--- src/rtl/rs232_receive_fifo.sv ---
`default_nettype none
// ============================================================================
// Module      : rs232_receive_fifo
// Description : RS232 receiver with 2-flop synchronizer, 3-sample majority
//               vote, false-start rejection and framing/overrun detection.
//               Bytes are buffered in a FIFO with a valid/ready output and
//               an active-low CTS flow-control signal back to the host.
// Revision    : 1.0 - initial release
// ============================================================================
module rs232_receive_fifo #(
  parameter int CLOCK_FREQ = 133000000,
  parameter int BAUD_RATE  = 115200,
  parameter int FIFO_DEPTH = 16,
  parameter int CTS_MARGIN = 4
) (
  input  logic       clock,
  input  logic       reset,
  input  logic       rs232_txd,
  output logic       rs232_ctsn,
  output logic [7:0] data,
  output logic       valid,
  input  logic       ready,
  output logic       frame_error,
  output logic       overrun
);

  localparam longint unsigned CF = longint'(CLOCK_FREQ);
  localparam longint unsigned BR = longint'(BAUD_RATE);

  // Sample centre of bit k in clocks from the first low cycle, rounded to
  // nearest so non-integer clock/baud ratios do not accumulate error.
  function automatic longint unsigned centre_of(input longint unsigned k);
    return (CF * (2 * k + 1) + BR) / (2 * BR);
  endfunction

  localparam longint unsigned C9 = centre_of(64'd9);
  localparam int TW = $clog2(C9 + 2);
  localparam int PW = $clog2(FIFO_DEPTH);
  localparam int CW = $clog2(FIFO_DEPTH + 1);

  localparam logic [TW-1:0] CT0 = TW'(centre_of(64'd0));
  localparam logic [TW-1:0] CT1 = TW'(centre_of(64'd1));
  localparam logic [TW-1:0] CT2 = TW'(centre_of(64'd2));
  localparam logic [TW-1:0] CT3 = TW'(centre_of(64'd3));
  localparam logic [TW-1:0] CT4 = TW'(centre_of(64'd4));
  localparam logic [TW-1:0] CT5 = TW'(centre_of(64'd5));
  localparam logic [TW-1:0] CT6 = TW'(centre_of(64'd6));
  localparam logic [TW-1:0] CT7 = TW'(centre_of(64'd7));
  localparam logic [TW-1:0] CT8 = TW'(centre_of(64'd8));
  localparam logic [TW-1:0] CT9 = TW'(C9);

  localparam logic [CW-1:0] FULL_COUNT = CW'(FIFO_DEPTH);
  localparam logic [CW-1:0] CTS_COUNT  = CW'(FIFO_DEPTH - CTS_MARGIN);

  typedef enum logic [2:0] {
    S_IDLE  = 3'd0,
    S_START = 3'd1,
    S_DATA  = 3'd2,
    S_STOP  = 3'd3,
    S_BRK   = 3'd4
  } state_t;

  // Line receiver state
  logic          sync1, rxd;
  state_t        state, state_next;
  logic [TW-1:0] timer, timer_next;
  logic [3:0]    bit_idx, bit_idx_next;
  logic [7:0]    shreg, shreg_next;
  logic          samp_a, samp_a_next, samp_b, samp_b_next;
  logic [TW-1:0] centre, centre_m1, centre_p1;
  logic          majority, decide, push_req, frame_err_next;

  // FIFO state
  logic [7:0]    mem [FIFO_DEPTH];
  logic [PW-1:0] wr_ptr, rd_ptr;
  logic [CW-1:0] count;
  logic          pop, full, push_ok;

  // Bring the asynchronous line into the clock domain; idle level is high.
  always_ff @(posedge clock or posedge reset) begin
    if (reset) begin
      sync1 <= 1'b1;
      rxd   <= 1'b1;
    end else begin
      sync1 <= rs232_txd;
      rxd   <= sync1;
    end
  end

  // Select the sample centre for the bit currently being received.
  always_comb begin
    centre = CT9;
    case (bit_idx)
      4'd0:    centre = CT0;
      4'd1:    centre = CT1;
      4'd2:    centre = CT2;
      4'd3:    centre = CT3;
      4'd4:    centre = CT4;
      4'd5:    centre = CT5;
      4'd6:    centre = CT6;
      4'd7:    centre = CT7;
      4'd8:    centre = CT8;
      default: centre = CT9;
    endcase
  end

  assign centre_m1 = centre - TW'(1);
  assign centre_p1 = centre + TW'(1);
  assign decide    = (timer == centre_p1);
  assign majority  = (samp_a & samp_b) | (samp_a & rxd) | (samp_b & rxd);

  // Frame state register and sampling datapath.
  always_ff @(posedge clock or posedge reset) begin
    if (reset) begin
      state   <= S_IDLE;
      timer   <= '0;
      bit_idx <= '0;
      shreg   <= '0;
      samp_a  <= 1'b1;
      samp_b  <= 1'b1;
    end else begin
      state   <= state_next;
      timer   <= timer_next;
      bit_idx <= bit_idx_next;
      shreg   <= shreg_next;
      samp_a  <= samp_a_next;
      samp_b  <= samp_b_next;
    end
  end

  // Next-state logic: vote three samples around each centre, decide one
  // cycle after the centre, reject false starts, hold in BRK until idle.
  always_comb begin
    state_next     = state;
    timer_next     = timer + TW'(1);
    bit_idx_next   = bit_idx;
    shreg_next     = shreg;
    samp_a_next    = (timer == centre_m1) ? rxd : samp_a;
    samp_b_next    = (timer == centre) ? rxd : samp_b;
    push_req       = 1'b0;
    frame_err_next = 1'b0;
    case (state)
      S_IDLE: begin
        timer_next   = '0;
        bit_idx_next = '0;
        if (!rxd) begin
          state_next = S_START;
          timer_next = TW'(1);
        end
      end
      S_START: begin
        if (decide) begin
          if (majority) begin
            state_next = S_IDLE;
            timer_next = '0;
          end else begin
            state_next   = S_DATA;
            bit_idx_next = 4'd1;
          end
        end
      end
      S_DATA: begin
        if (decide) begin
          shreg_next   = {majority, shreg[7:1]};
          bit_idx_next = bit_idx + 4'd1;
          if (bit_idx == 4'd8) state_next = S_STOP;
        end
      end
      S_STOP: begin
        if (decide) begin
          timer_next = '0;
          if (majority) begin
            push_req   = 1'b1;
            state_next = S_IDLE;
          end else begin
            frame_err_next = 1'b1;
            state_next     = S_BRK;
          end
        end
      end
      S_BRK: begin
        timer_next = '0;
        if (rxd) state_next = S_IDLE;
      end
      default: begin
        state_next = S_IDLE;
        timer_next = '0;
      end
    endcase
  end

  assign valid   = (count != '0);
  assign full    = (count == FULL_COUNT);
  assign pop     = valid & ready;
  assign push_ok = push_req & (~full | pop);
  assign data    = mem[rd_ptr];

  // FIFO storage; contents need no reset since valid gates them.
  always_ff @(posedge clock) begin
    if (push_ok) mem[wr_ptr] <= shreg;
  end

  // FIFO pointers, occupancy, CTS and one-cycle status pulses.
  always_ff @(posedge clock or posedge reset) begin
    if (reset) begin
      wr_ptr      <= '0;
      rd_ptr      <= '0;
      count       <= '0;
      rs232_ctsn  <= 1'b0;
      frame_error <= 1'b0;
      overrun     <= 1'b0;
    end else begin
      if (push_ok) wr_ptr <= wr_ptr + PW'(1);
      if (pop)     rd_ptr <= rd_ptr + PW'(1);
      case ({push_ok, pop})
        2'b10:   count <= count + CW'(1);
        2'b01:   count <= count - CW'(1);
        default: count <= count;
      endcase
      rs232_ctsn  <= (count >= CTS_COUNT);
      frame_error <= frame_err_next;
      overrun     <= push_req & full & ~pop;
    end
  end

endmodule
`default_nettype wire

--- config.mk ---
export PLATFORM = sky130hd
export DESIGN_NAME = rs232_receive_fifo
export DESIGN_NICKNAME = d
export VERILOG_FILES = /design/src/rtl/rs232_receive_fifo.sv
export SDC_FILE = /design/constraint.sdc
export NUM_CORES = 1
export LEC_CHECK = 0
export CAP_MARGIN = 20
export CORE_UTILIZATION = 40
export DETAILED_ROUTE_END_ITERATION = 10
export DONT_BUFFER_PORTS = 1
export PLACE_DENSITY_LB_ADDON = 0.12
export SYNTH_ARGS = -nofsm -noshare
export SYNTH_HDL_FRONTEND = slang
export SYNTH_SLANG_ARGS = --single-unit
--- constraint.sdc ---
create_clock -name clock -period 4.2 [get_ports clock]
set_input_delay 1.26 -clock clock [delete_from_list [all_inputs] [get_ports clock]]
set_output_delay 1.26 -clock clock [all_outputs]
set_load 0.005 [all_outputs]
## Word-level counts from Yosys, hierarchy flattened

Memories as Yosys holds them, arrays and structs flattened.
Cells that the tools add are included.

| word-level totals | value |
|---|---|
| memories kept | 2 |
| bits in registers | 49 |
| RAM bits | 128 |
| output and inout bits | 12 |
| memory bits (read-only) | 192 |
| word-level logic and storage cells | 89 |
| input port bits | 4 |

| cells by class | value |
|---|---|
| eq/ne operators | 18 |
| add/sub/neg operators | 8 |
| $lt $le $gt $ge | 1 |
| reduce and logical (&&, ||, !) cells | 7 |
| multiplexer cells | 27 |
| bitwise operators | 12 |

Memories:

| name | words | width | read ports | clocked after memory_dff | wr ports | RTL line | text |
|---|---|---|---|---|---|---|---|
| (name not given) | 16 | 12 | 1 | 0 | 0 | 93 | `case (bit_idx)` |
| mem | 16 | 8 | 1 | 0 | 1 | 74 | `logic [7:0] mem [FIFO_DEPTH];` |

Operator list:

| kind | number |
|---|---|
| 14-bit case mux with 4 select lines | 1 |
| 14-bit == test | 3 |
| 14-bit 2-to-1 mux | 3 |
| 14-bit by 1-bit adder with 14-bit output (second input constant) | 2 |
| 3-bit 2-to-1 mux | 7 |
| 3-bit case mux with 5 select lines | 1 |
| 2-bit != test (second input constant) | 7 |
| 14-bit by 1-bit subtractor with 14-bit output (second input constant) | 1 |
| 4-bit by 1-bit adder with 4-bit output (second input constant) | 3 |
| 4-bit 2-to-1 mux | 3 |
| 4-bit case mux with 3 select lines | 1 |
| 5-bit case mux with 2 select lines | 1 |
| 1-bit 2-to-1 mux | 9 |
| 1-bit bitwise AND | 7 |
| 3-bit by 2-bit == test with 1-bit output (second input constant) | 2 |
| 6-bit AND reduction | 1 |
| 5-bit by 1-bit adder with 5-bit output (second input constant) | 1 |
| 5-bit == test (second input constant) | 1 |
| 5-bit by 4-bit >= comparator with 1-bit output (second input constant) | 1 |
| 5-bit nonzero test | 1 |
| 5-bit by 1-bit subtractor with 5-bit output (second input constant) | 1 |
| 4-bit == test (second input constant) | 1 |
| 4-bit AND reduction | 1 |
| 3-bit by 1-bit == test with 1-bit output (second input constant) | 1 |
| other kinds (10) | 13 |

## Depth between registers and ports, before layout

Gate-level depths: netlist of run 1.

| depth | value |
|---|---|
| depth after elaboration | 9 |
| depth in mapped cells | 22 |
| mapped depth without buffers | 21 |

## Least setup slack after synthesis of run 1

Ideal clock, no wire load.

| timing | value |
|---|---|
| path type | register to register |
| start | reg bit_idx[0] |
| end | mem mem[0][0] (enable) |
| data required time | 3.805 ns |
| stages on the path, launching flop included | 15 |
| arrival | 4.126 ns |
| setup slack | -0.321 ns |
| period minus slack after synthesis | 4.521 ns |
| cells stage by stage | dfrtp_1 > clkbuf_1 > inv_1 > ha_1 > nor2b_1 > nand2_1 > o21ai_0 > inv_1 > ha_1 > xnor2_1 > nor3b_1 > mux2i_4 > nor4_4 > and2_4 > nor4bb_1 |

| between the ends | value |
|---|---|
| cells in the longest elaborated chain, start to end | 8 |

RTL lines:

| element | RTL line | text |
|---|---|---|
| start: declaration | 67 | `logic [3:0] bit_idx, bit_idx_next;` |
| start signal: assignment | 124 | `bit_idx <= bit_idx_next;` |
| memory 16 x 12 bit | -- |  |
| 14-bit by 1-bit adder with 14-bit output | 108 | `assign centre_p1 = centre + TW'(1);` |
| 14-bit == test | 109 | `assign decide = (timer == centre_p1);` |
| 1-bit 2-to-1 mux | 170 | `if (decide) begin` |
| 1-bit 2-to-1 mux | 142 | `case (state)` |
| 1-bit bitwise AND | 195 | `assign push_ok = push_req & (~full \| pop);` |
| 1-bit 2-to-1 mux | 200 | `if (push_ok) mem[wr_ptr] <= shreg;` |
| 1-bit 2-to-1 mux (not written as such) | 200 |  |
| end: declaration | 74 |  |

No other way between the ends.

## Worst setup path in the final report of run 1

| timing | value |
|---|---|
| start | reg bit_idx[1] |
| end | reg count[4] |

| between the ends | value |
|---|---|
| cells in the longest elaborated chain, start to end | 8 |
| elaborated cells on any way between the ends | 10 |
| classes of those cells | 1 x add/sub; 3 x eq/ne; 3 x mux; 1 x bitwise; 1 x reduce/logical; 1 x memory |

RTL lines:

| element | RTL line | text |
|---|---|---|
| memory 16 x 12 bit (*) | -- |  |
| 14-bit by 1-bit adder with 14-bit output (*) | 108 |  |
| 14-bit == test (*) | 109 |  |
| 1-bit 2-to-1 mux (*) | 170 |  |
| 1-bit 2-to-1 mux (*) | 142 |  |
| 1-bit bitwise AND (*) | 195 |  |
| 2-bit by 1-bit == test with 1-bit output / 2-bit == test (equally long branches) | 215 | `case ({push_ok, pop})` |
| 5-bit case mux with 2 select lines / 2-bit nonzero test (equally long branches) | -- |  |
| end signal: assignment | 216 | `2'b10: count <= count + CW'(1);` |
| end signal: assignment | 217 | `2'b01: count <= count - CW'(1);` |
| end signal: assignment | 218 | `default: count <= count;` |
| end: declaration | 76 | `logic [CW-1:0] count;` |

Every way passes the cells marked *; elsewhere a longest branch is shown, timed or not.
A chain may end at the register's enable or synchronous reset.

==> results.py, run 1 <==
metrics = {
    "sta": {
        "post-route-period-util": 0.9242,
        "fmax_ghz": 0.2576,
        "setup_tns_ns": 0,
        "setup_viol_count_final": 0,
        "maxSlewViolCount": 0,
        "worst_slack_ns": 0.3184,
        "worstMarginPinSlew_ns": 0.7455,
        "relSlewSlack": 0.5030,
        "fin_worst_skew_ns": 0.01069,
        "fin_crit_ns": 3.882,
        "hold_viol": 0,
        "rsz0062_at_grt": "no",
        "whs_ns": 0.3611,
    },
    "synthesis": {
        "synthArstFlopShare": 0.2768,
        "synth_top_family_by_area": "multiplexers",
        "synth_mux_area_frac": 0.1338,
        "synth-edff-count": 128,
        "synth_fp_nets": 590,
        "synthAdderAreaFrac": 0.03027,
        "synth_cell_types": 74,
        "ys_seq_area_frac": 0.6018,
        "avgSynthCellArea_sq_um": 14.87,
        "synth_compound_area_frac": 0.05831,
        "synthFlopType": "edfxtp_1",
        "synthXorXnorAreaFrac": 0.02804,
        "syn-instance-count": 567,
        "synth_warnings": 0,
        "yosys.area_share.simple": 0.1197,
        "synth_seq_cells": 177,
        "synth_area_sq_um": 8433,
    },
    "route": {
        "vias": 4779,
        "antenna_left": 0,
        "avgRoutedWirePerCell_um": 20.32,
        "firstDrtPassIters": 4,
        "viasPerCell": 5.557,
        "drt_wl_total_mm": 17.47,
        "drc_errors": 0,
        "drtIter0Drc": 339,
    },
    "global_routing": {
        "grt_pass1_vias": 4914,
        "track_usage": 0.1722,
        "use_met1": 0.2233,
        "grt_overflow_total": 0,
        "grt_max_degree": 35,
        "antenna_found_initial": 0,
        "busiest_layer": "met2",
        "grt.met3_usage": 0.03385,
        "grt_util_met2": 0.2958,
        "grt_pass1_wl_mm": 28.12,
    },
    "clock_network": {
        "clock_sinks": 177,
        "clkSlewWorstSetupHoldPaths_ns": 0.07,
        "cts_tree": "built",
        "htree_levels": 4,
        "root_buffer": "clkbuf_16",
        "numCtsBuffers": 17,
        "clockBufferDepth": 2,
        "cts_hold_buf": 0,
        "clk_latency_ns": 0.43,
    },
    "cells_and_area": {
        "stdcell_area_sq_um": 9439,
        "drive_above_1_share": 0.2339,
        "n_antenna_cell": 0,
        "syn2layout_area_growth_pct": 11.93,
        "finalNetCount": 600,
        "most-common-layout-cells": "128 x edfxtp_1, 43 x dfrtp_1, 40 x mux4_2",
        "final_common_cell": "edfxtp_1",
        "fin_util": 0.4620,
    },
    "run": {
        "maxCapViolCount": 0,
    },
    "placed_design": {
        "gp_congestion": 0.8414,
        "post-place-ws_ns": 0.1771,
        "place_area_sq_um": 8803,
        "portBuffers": 0,
        "hpwlAfterDp_mm": 12.26,
    },
    "critical_path": {
        "crit_fanout": 9,
        "crit_arrival_ns": 4.25,
        "crit_required_ns": 4.57,
        "crit_type": "flip-flop to flip-flop",
        "start_kind": "flip-flop",
        "crit_path_end_kind": "flip-flop",
    },
    "die": {
        "die_w_um": 147.2,
        "start_util": 0.4128,
        "core_area_sq_um": 20430,
        "die_area_sq_um": 21670,
        "rows": 52,
        "pin_count": 16,
        "die_y_um": 147.2,
    },
    "pwr": {
        "p_leak_uw": 0.003759,
        "power_density_nw_per_um2": 435.9,
        "worst_ir_drop_vdd_mv": 0.2825,
    },
    "hold_path": {
        "min_path_type": "flip-flop to flip-flop",
    },
    "status": {
        "status": "finished, final reports clean",
    },
}
area by class of cell:
cell class	instances	area (sq um)
well taps	270	337.8
multi-input cells	338	3166
inverters	21	78.83
fillers	1810	10990
flip-flops and latches	177	5077
clock buffers	17	425.4
clock inverters	15	176.4
repair buffers	22	177.7
what timing repair did:
item	in CTS	in global routing
resized for setup	0	6
endpoints found under the setup margin	0	3
buffers inserted	0	2
per-stage QoR:
stage / power, uW / instances
2_1_floorplan: 2432 / 567
3_3_place_gp: 2584 / 826
3_5_place_dp: 2593 / 826
4_1_cts: 4158 / 858
5_1_grt: 4284 / 860
6_report: 4115 / 860
metal layers:
| metal | part of all wire | vias up | routed length, um |
|---|---|---|---|
| met5 | 0 | - | 0 |
| met4 | 0.017 | 0 | 298 |
| met3 | 0.024 | 23 | 417 |
| met2 | 0.51 | 72 | 8905 |
| met1 | 0.45 | 2456 | 7852 |
| li1 | - | 2228 | - |
synth_stat cells, drive strengths merged, types with 9 or more instances:
master,n,area [sq um]
nand3,14,70.07
dfrtp,45,1126
xor2,9,78.83
ha,18,225.2
xnor2,18,157.7
inv,21,78.83
nand2,27,103.9
mux2,12,135.1
nor3,12,60.06
buf,15,97.59
nor2,31,116.4
edfxtp,128,3844
nand4,10,62.56
a21oi,11,55.05
mux4,40,900.9
clkbuf,16,60.06
state kept, by name (all words and copies together), names as in the netlist, 3 cells and up:
signal and cells:
wr_ptr 4, bit_idx 4, rd_ptr 4, state 3, shreg 8, timer 14
mem 128, count 5
cell families after synthesis:
kind of cell | count (synthesis)
flops | 177
simple gates | 166
compound gates | 65
mux | 60
buf+inv | 52
xor+xnor | 27
fa+ha+maj | 20
report_power, final:
part / internal, uW / leakage, uW / total [uW] / switching, uW
clock: 810 / 0.000294 / 1580 / 769
combinational: 265 / 0.00136 / 501 / 235
sequential: 1900 / 0.00210 / 2040 / 135
total: 2980 / 0.00376 / 4110 / 1140
critical path, stage by stage, from the launching register on:
cell,delay [ns]
dfrtp_1,0.42
inv_1,0.10
ha_1,0.31
buf_4,0.18
mux2i_1,0.21
mux2i_1,0.27
a311oi_1,0.16
a31oi_2,0.53
nor4_4,0.11
nor2_2,0.22
inv_1,0.08
fa_1,0.40
inv_1,0.07
a21o_1,0.10
a21oi_1,0.07
nor3_1,0.19
a41oi_1,0.14
o21ai_0,0.09
o311a_1,0.18
path summary, 6_finish.rpt:
check                      slack (ns)  depth (start not counted)   endpoint  startpoint
min reg2reg                      0.36                          0        rxd       sync1
min                              0.36                          0        rxd       sync1
max reg2reg                      0.32                         18   count[4]  bit_idx[1]
max                              0.32                         18   count[4]  bit_idx[1]
max in group asynchronous        2.62                          2     samp_a       reset
min in group asynchronous        0.80                          1  wr_ptr[2]       reset
Note: power is estimated with default switching activity, not from simulation.
==> inputs of run 2 (changes only) <==
- SETUP_SLACK_MARGIN: default -> 0.4
==> results.py, run 2 (same netlist as run 1, synthesis figures left out) <==
metrics = {
    "clock_network": {
        "clockBufferDepth": 2,
        "clock_sinks": 177,
        "numCtsBuffers": 17,
        "clk_latency_ns": 0.43,
        "root_buffer": "clkbuf_16",
        "htree_levels": 4,
        "cts_tree": "built",
        "clkSlewWorstSetupHoldPaths_ns": 0.08,
    },
    "global_routing": {
        "grt_pass1_wl_mm": 29.50,
        "grt_max_degree": 47,
        "track_usage": 0.1837,
        "grt_pass1_vias": 5083,
        "antenna_found_initial": 0,
        "grt_overflow_total": 0,
    },
    "cells_and_area": {
        "largestRegisters": "mem (128), timer (14), shreg (8)",
        "fillers": 1798,
        "syn2layout_area_growth_pct": 15.27,
        "finalNetCount": 615,
        "largest-register": "mem",
        "drive_above_1_share": 0.2843,
        "largest_reg_flops": 128,
        "n_antenna_cell": 0,
        "final_common_cell": "edfxtp_1",
        "most-common-layout-cells": "128 x edfxtp_1, 42 x dfrtp_1, 40 x mux4_2",
    },
    "placed_design": {
        "gp_congestion": 0.8306,
        "portBuffers": 0,
        "post-place-ws_ns": 0.2676,
        "hpwlAfterDp_mm": 12.10,
    },
    "critical_path": {
        "path_cells": "buf_4, ha_1, a211oi_4, inv_2, ha_4, xnor2_4, nor3b_4, mux2i_4, nor4_4, nor2_4, inv_1, fa_2, inv_1, a21o_1, a21oi_2, nor3_2, a41oi_1, o21ai_0, o311a_1",
        "crit_type": "flip-flop to flip-flop",
        "crit_required_ns": 4.52,
        "r2r_slack_ns": 0.56,
        "cpMaxStageDelayCell": "dfrtp_2",
        "worst-path-buf-inv": 4,
        "path_delay_family": "compound AO/OA/AOI/OAI gates",
        "start_kind": "flip-flop",
        "r2r-start": "bit_idx[1]",
        "slowest_delay_ns": 0.45,
        "crit_path_end_kind": "flip-flop",
        "timing.rr.end": "count[4]",
        "reg2regPathDepth": 19,
        "crit_fanout": 8,
        "crit_top_cell": "inv_1",
        "crit_arrival_ns": 3.96,
    },
    "die": {
        "core_area_sq_um": 20430,
        "start_util": 0.4128,
        "die_y_um": 147.2,
        "die_area_sq_um": 21670,
        "die_w_um": 147.2,
        "rows": 52,
        "pin_count": 16,
    },
    "route": {
        "firstDrtPassIters": 5,
        "drc_errors": 0,
        "avgRoutedWirePerCell_um": 21.52,
        "drtIter0Drc": 271,
        "drt_wl_total_mm": 18.83,
        "viasPerCell": 5.663,
        "vias": 4955,
        "antenna_left": 0,
    },
    "pwr": {
        "power_density_nw_per_um2": 426.7,
        "p_leak_uw": 0.003880,
        "worst_ir_drop_vdd_mv": 0.2669,
        "power_uw": 4148,
    },
    "sta": {
        "fmax_ghz": 0.2745,
        "setup_viol_count_final": 0,
        "fin_crit_ns": 3.643,
        "setup_tns_ns": 0,
        "post-route-period-util": 0.8674,
        "worst_slack_ns": 0.5570,
        "worstMarginPinSlew_ns": 0.8195,
        "fin_worst_skew_ns": 0.01978,
        "hold_viol": 0,
        "rsz0062_at_grt": "yes",
        "relSlewSlack": 0.4537,
        "maxSlewViolCount": 0,
    },
    "hold_path": {
        "hold_path_end": "rxd",
        "holdCritStartpoint": "sync1",
        "min_path_type": "flip-flop to flip-flop",
        "min_path_cells": 0,
    },
    "run": {
        "maxCapViolCount": 0,
    },
    "status": {
        "status": "finished, final reports clean",
    },
}
-- run 2: changes by cell type in the layout (fill, tap and decap cells not counted), sizes merged --
cell and change:
buf +15, inv -1, clkinvlp +1
-- run 2: routing by layer --
layer  vias to the layer above  wire length (um)  GRT usage
met5                         -                 0          0
met4                         0               481    0.07268
met3                        28               524    0.03106
met2                        89              9665     0.3127
met1                      2575              8160     0.2335
li1                       2263                 -          -
-- run 2: cell type report --
type	count	area, sq um	share of cell area
Clock buffer	17	425.4	0.04376
Clock inverter	15	182.7	0.01879
Inverter	21	81.33	0.008367
Multi-Input combinational cell	338	3312	0.3407
Sequential cell	177	5079	0.5225
Tap cell	270	337.8	0.03475
Timing Repair Buffer	37	302.8	0.03115
-- run 2: repair_timing --
action | 4_1_cts | 5_1_grt
setup buffers | 7 | 2
pin swaps | 3 | 6
hold buffers | 0 | 0
resized for setup | 6 | 15
gates cloned | 0 | 0
setup endpoints to repair | 38 | 124
-- run 2: how the worst max path moves through the flow --
stage,startpoint,to,slack [ns],cells past startpoint
after floorplan,bit_idx[1],count[4],0.40,22
after global placement,bit_idx[1],count[4],0.37,19
after detailed placement,bit_idx[1],count[4],0.27,19
after CTS,bit_idx[1],count[4],0.42,18
after global routing,bit_idx[1],count[4],0.34,21
final,bit_idx[1],count[4],0.56,19
-- run 2: per-stage QoR --
step | hold slack [ns] | instance area, sq um | cells | utilization
detailed placement | 0.3491 | 8920 | 833 | 0.4366
global route | 0.3598 | 9721 | 875 | 0.4758
finish | 0.3589 | 9721 | 875 | 0.4758
floorplan | 0.3452 | 8527 | 567 | -
global placement | 0.3496 | 8920 | 833 | 0.4366
CTS | 0.3595 | 9612 | 872 | 0.4705
-- run 2: report_power, final --
group | internal, uW | total [uW] | switching, uW
clock network | 811 | 1580 | 773
logic | 274 | 559 | 285
registers | 1900 | 2000 | 104
total | 2990 | 4150 | 1160
==> inputs of run 3 (changes only) <==
- CTS_BUF_LIST: default -> sky130_fd_sc_hd__clkbuf_8
==> results.py, run 3 (same netlist as run 1, synthesis figures left out) <==
metrics = {
    "run": {
        "maxCapViolCount": 0,
    },
    "cells_and_area": {
        "most-common-layout-cells": "128 x edfxtp_1, 42 x dfrtp_1, 40 x mux4_2",
        "syn2layout_area_growth_pct": 13.03,
        "drive_above_1_share": 0.2876,
        "largest_reg_flops": 128,
        "n_antenna_cell": 0,
        "final_common_cell": "edfxtp_1",
        "finalNetCount": 615,
        "largest-register": "mem",
        "largestRegisters": "mem (128), timer (14), shreg (8)",
    },
    "critical_path": {
        "crit_type": "flip-flop to flip-flop",
        "crit_start": "bit_idx[1]",
        "crit_path_end_kind": "flip-flop",
        "crit_required_ns": 4.56,
        "start_kind": "flip-flop",
        "crit_fanout": 7,
        "r2r-start": "bit_idx[1]",
        "crit_arrival_ns": 3.96,
    },
    "die": {
        "pin_count": 16,
        "start_util": 0.4128,
        "die_area_sq_um": 21670,
        "core_area_sq_um": 20430,
        "die_w_um": 147.2,
        "rows": 52,
        "die_y_um": 147.2,
    },
    "placed_design": {
        "gp_congestion": 0.8306,
        "portBuffers": 0,
        "hpwlAfterDp_mm": 12.10,
    },
    "sta": {
        "post-route-period-util": 0.8568,
        "whs_ns": 0.3626,
        "fmax_ghz": 0.2779,
        "setup_viol_count_final": 0,
        "fin_crit_ns": 3.599,
        "relSlewSlack": 0.4496,
        "setup_tns_ns": 0,
        "maxSlewViolCount": 0,
        "hold_viol": 0,
        "worstMarginPinSlew_ns": 0.8255,
        "fin_worst_skew_ns": 0.02803,
        "rsz0062_at_grt": "no",
    },
    "route": {
        "avgRoutedWirePerCell_um": 21.45,
        "viasPerCell": 5.693,
        "drtIter0Drc": 306,
        "antenna_left": 0,
        "vias": 4981,
        "firstDrtPassIters": 8,
        "drc_errors": 0,
        "drt_wl_total_mm": 18.77,
    },
    "clock_network": {
        "clkSlewWorstSetupHoldPaths_ns": 0.12,
        "clockBufferDepth": 2,
        "root_buffer": "clkbuf_8",
        "cts_hold_buf": 0,
        "numCtsBuffers": 17,
        "clock_sinks": 177,
        "cts_tree": "built",
        "htree_levels": 4,
        "clk_latency_ns": 0.46,
    },
    "hold_path": {
        "holdCritStartpoint": "sync1",
        "min_path_type": "flip-flop to flip-flop",
    },
    "pwr": {
        "p_leak_uw": 0.003789,
        "power_density_nw_per_um2": 393.4,
        "worst_ir_drop_vdd_mv": 0.2776,
    },
    "global_routing": {
        "grt_max_degree": 47,
        "antenna_found_initial": 0,
        "grt_pass1_wl_mm": 29.43,
        "grt_pass1_vias": 5096,
        "track_usage": 0.1836,
        "grt_overflow_total": 0,
    },
    "status": {
        "status": "finished, final reports clean",
    },
}
## run 3: cell count changes in the layout (fill, tap and decap cells not counted)
| cell | before | now |
|---|---|---|
| clkbuf_16 | 17 | 0 |
| clkbuf_8 | 0 | 17 |
| ha_1 | 15 | 14 |
| ha_2 | 0 | 1 |
| inv_1 | 17 | 16 |
| inv_2 | 3 | 4 |
## run 3: metal layers
layer	global-route usage	routed length [um]
met4	0.06649	431
met2	0.3134	9630
met5	0	0
met3	0.03634	512
met1	0.2316	8193
## run 3: worst max-delay path, stage by stage, from the launching register on
cell and delay, ns:
dfrtp_2 0.46, inv_4 0.08, ha_4 0.16, nor2b_4 0.21, nand2_4 0.11, o21ai_4 0.10, inv_2 0.07, ha_4 0.26
xnor2_4 0.17, nor3b_4 0.26, mux2i_4 0.12, nor4_4 0.24, nor2_4 0.09, inv_1 0.09, fa_2 0.21, inv_1 0.05
a21o_1 0.16, a21oi_2 0.16, nor3_2 0.07, a41oi_1 0.20, o21ai_0 0.10, o311a_1 0.13
## run 3: worst paths after layout
| check | endpoint | slack, ns | depth (start not counted) |
|---|---|---|---|
| max | count[4] | 0.60 | 21 |
| min | rxd | 0.36 | 0 |
| max reg2reg | count[4] | 0.60 | 21 |
| min reg2reg | rxd | 0.36 | 0 |
| max in group asynchronous | sync1 | 3.12 | 2 |
| min in group asynchronous | rd_ptr[0] | 0.54 | 1 |
## run 3: power breakdown
part | total, uW | internal [uW] | switching (uW)
clock network | 1180 | 461 | 722
logic | 561 | 274 | 287
registers | 2010 | 1900 | 105
## run 3: what timing repair did
item                                   CTS  global route
buffers inserted                         7             2
gates cloned                             0             0
setup endpoints to repair               48           134
pin swaps                                3             5
endpoints found under the hold margin    0             0
resized for setup                        6            17
## run 3: final cells by class
type	count	area, sq um
clock buffers	17	234.0
clock inverters	15	182.7
fillers	1805	10900
inverters	21	81.33
multi-input cells	338	3314
flip-flops and latches	177	5079
well taps	270	337.8
repair buffers	37	302.8
## run 3: metrics by stage
step / power [uW] / cells / utilization / instance area, sq um / setup slack [ns]
after global placement: 2595 / 833 / 0.4366 / 8920 / 0.3711
after global routing: 3904 / 875 / 0.4666 / 9532 / 0.3803
final: 3750 / 875 / 0.4666 / 9532 / 0.6012
after floorplan: 2440 / 567 / - / 8527 / 0.4022
after CTS: 3784 / 872 / 0.4611 / 9420 / 0.4107
after detailed placement: 2599 / 833 / 0.4366 / 8920 / 0.2676
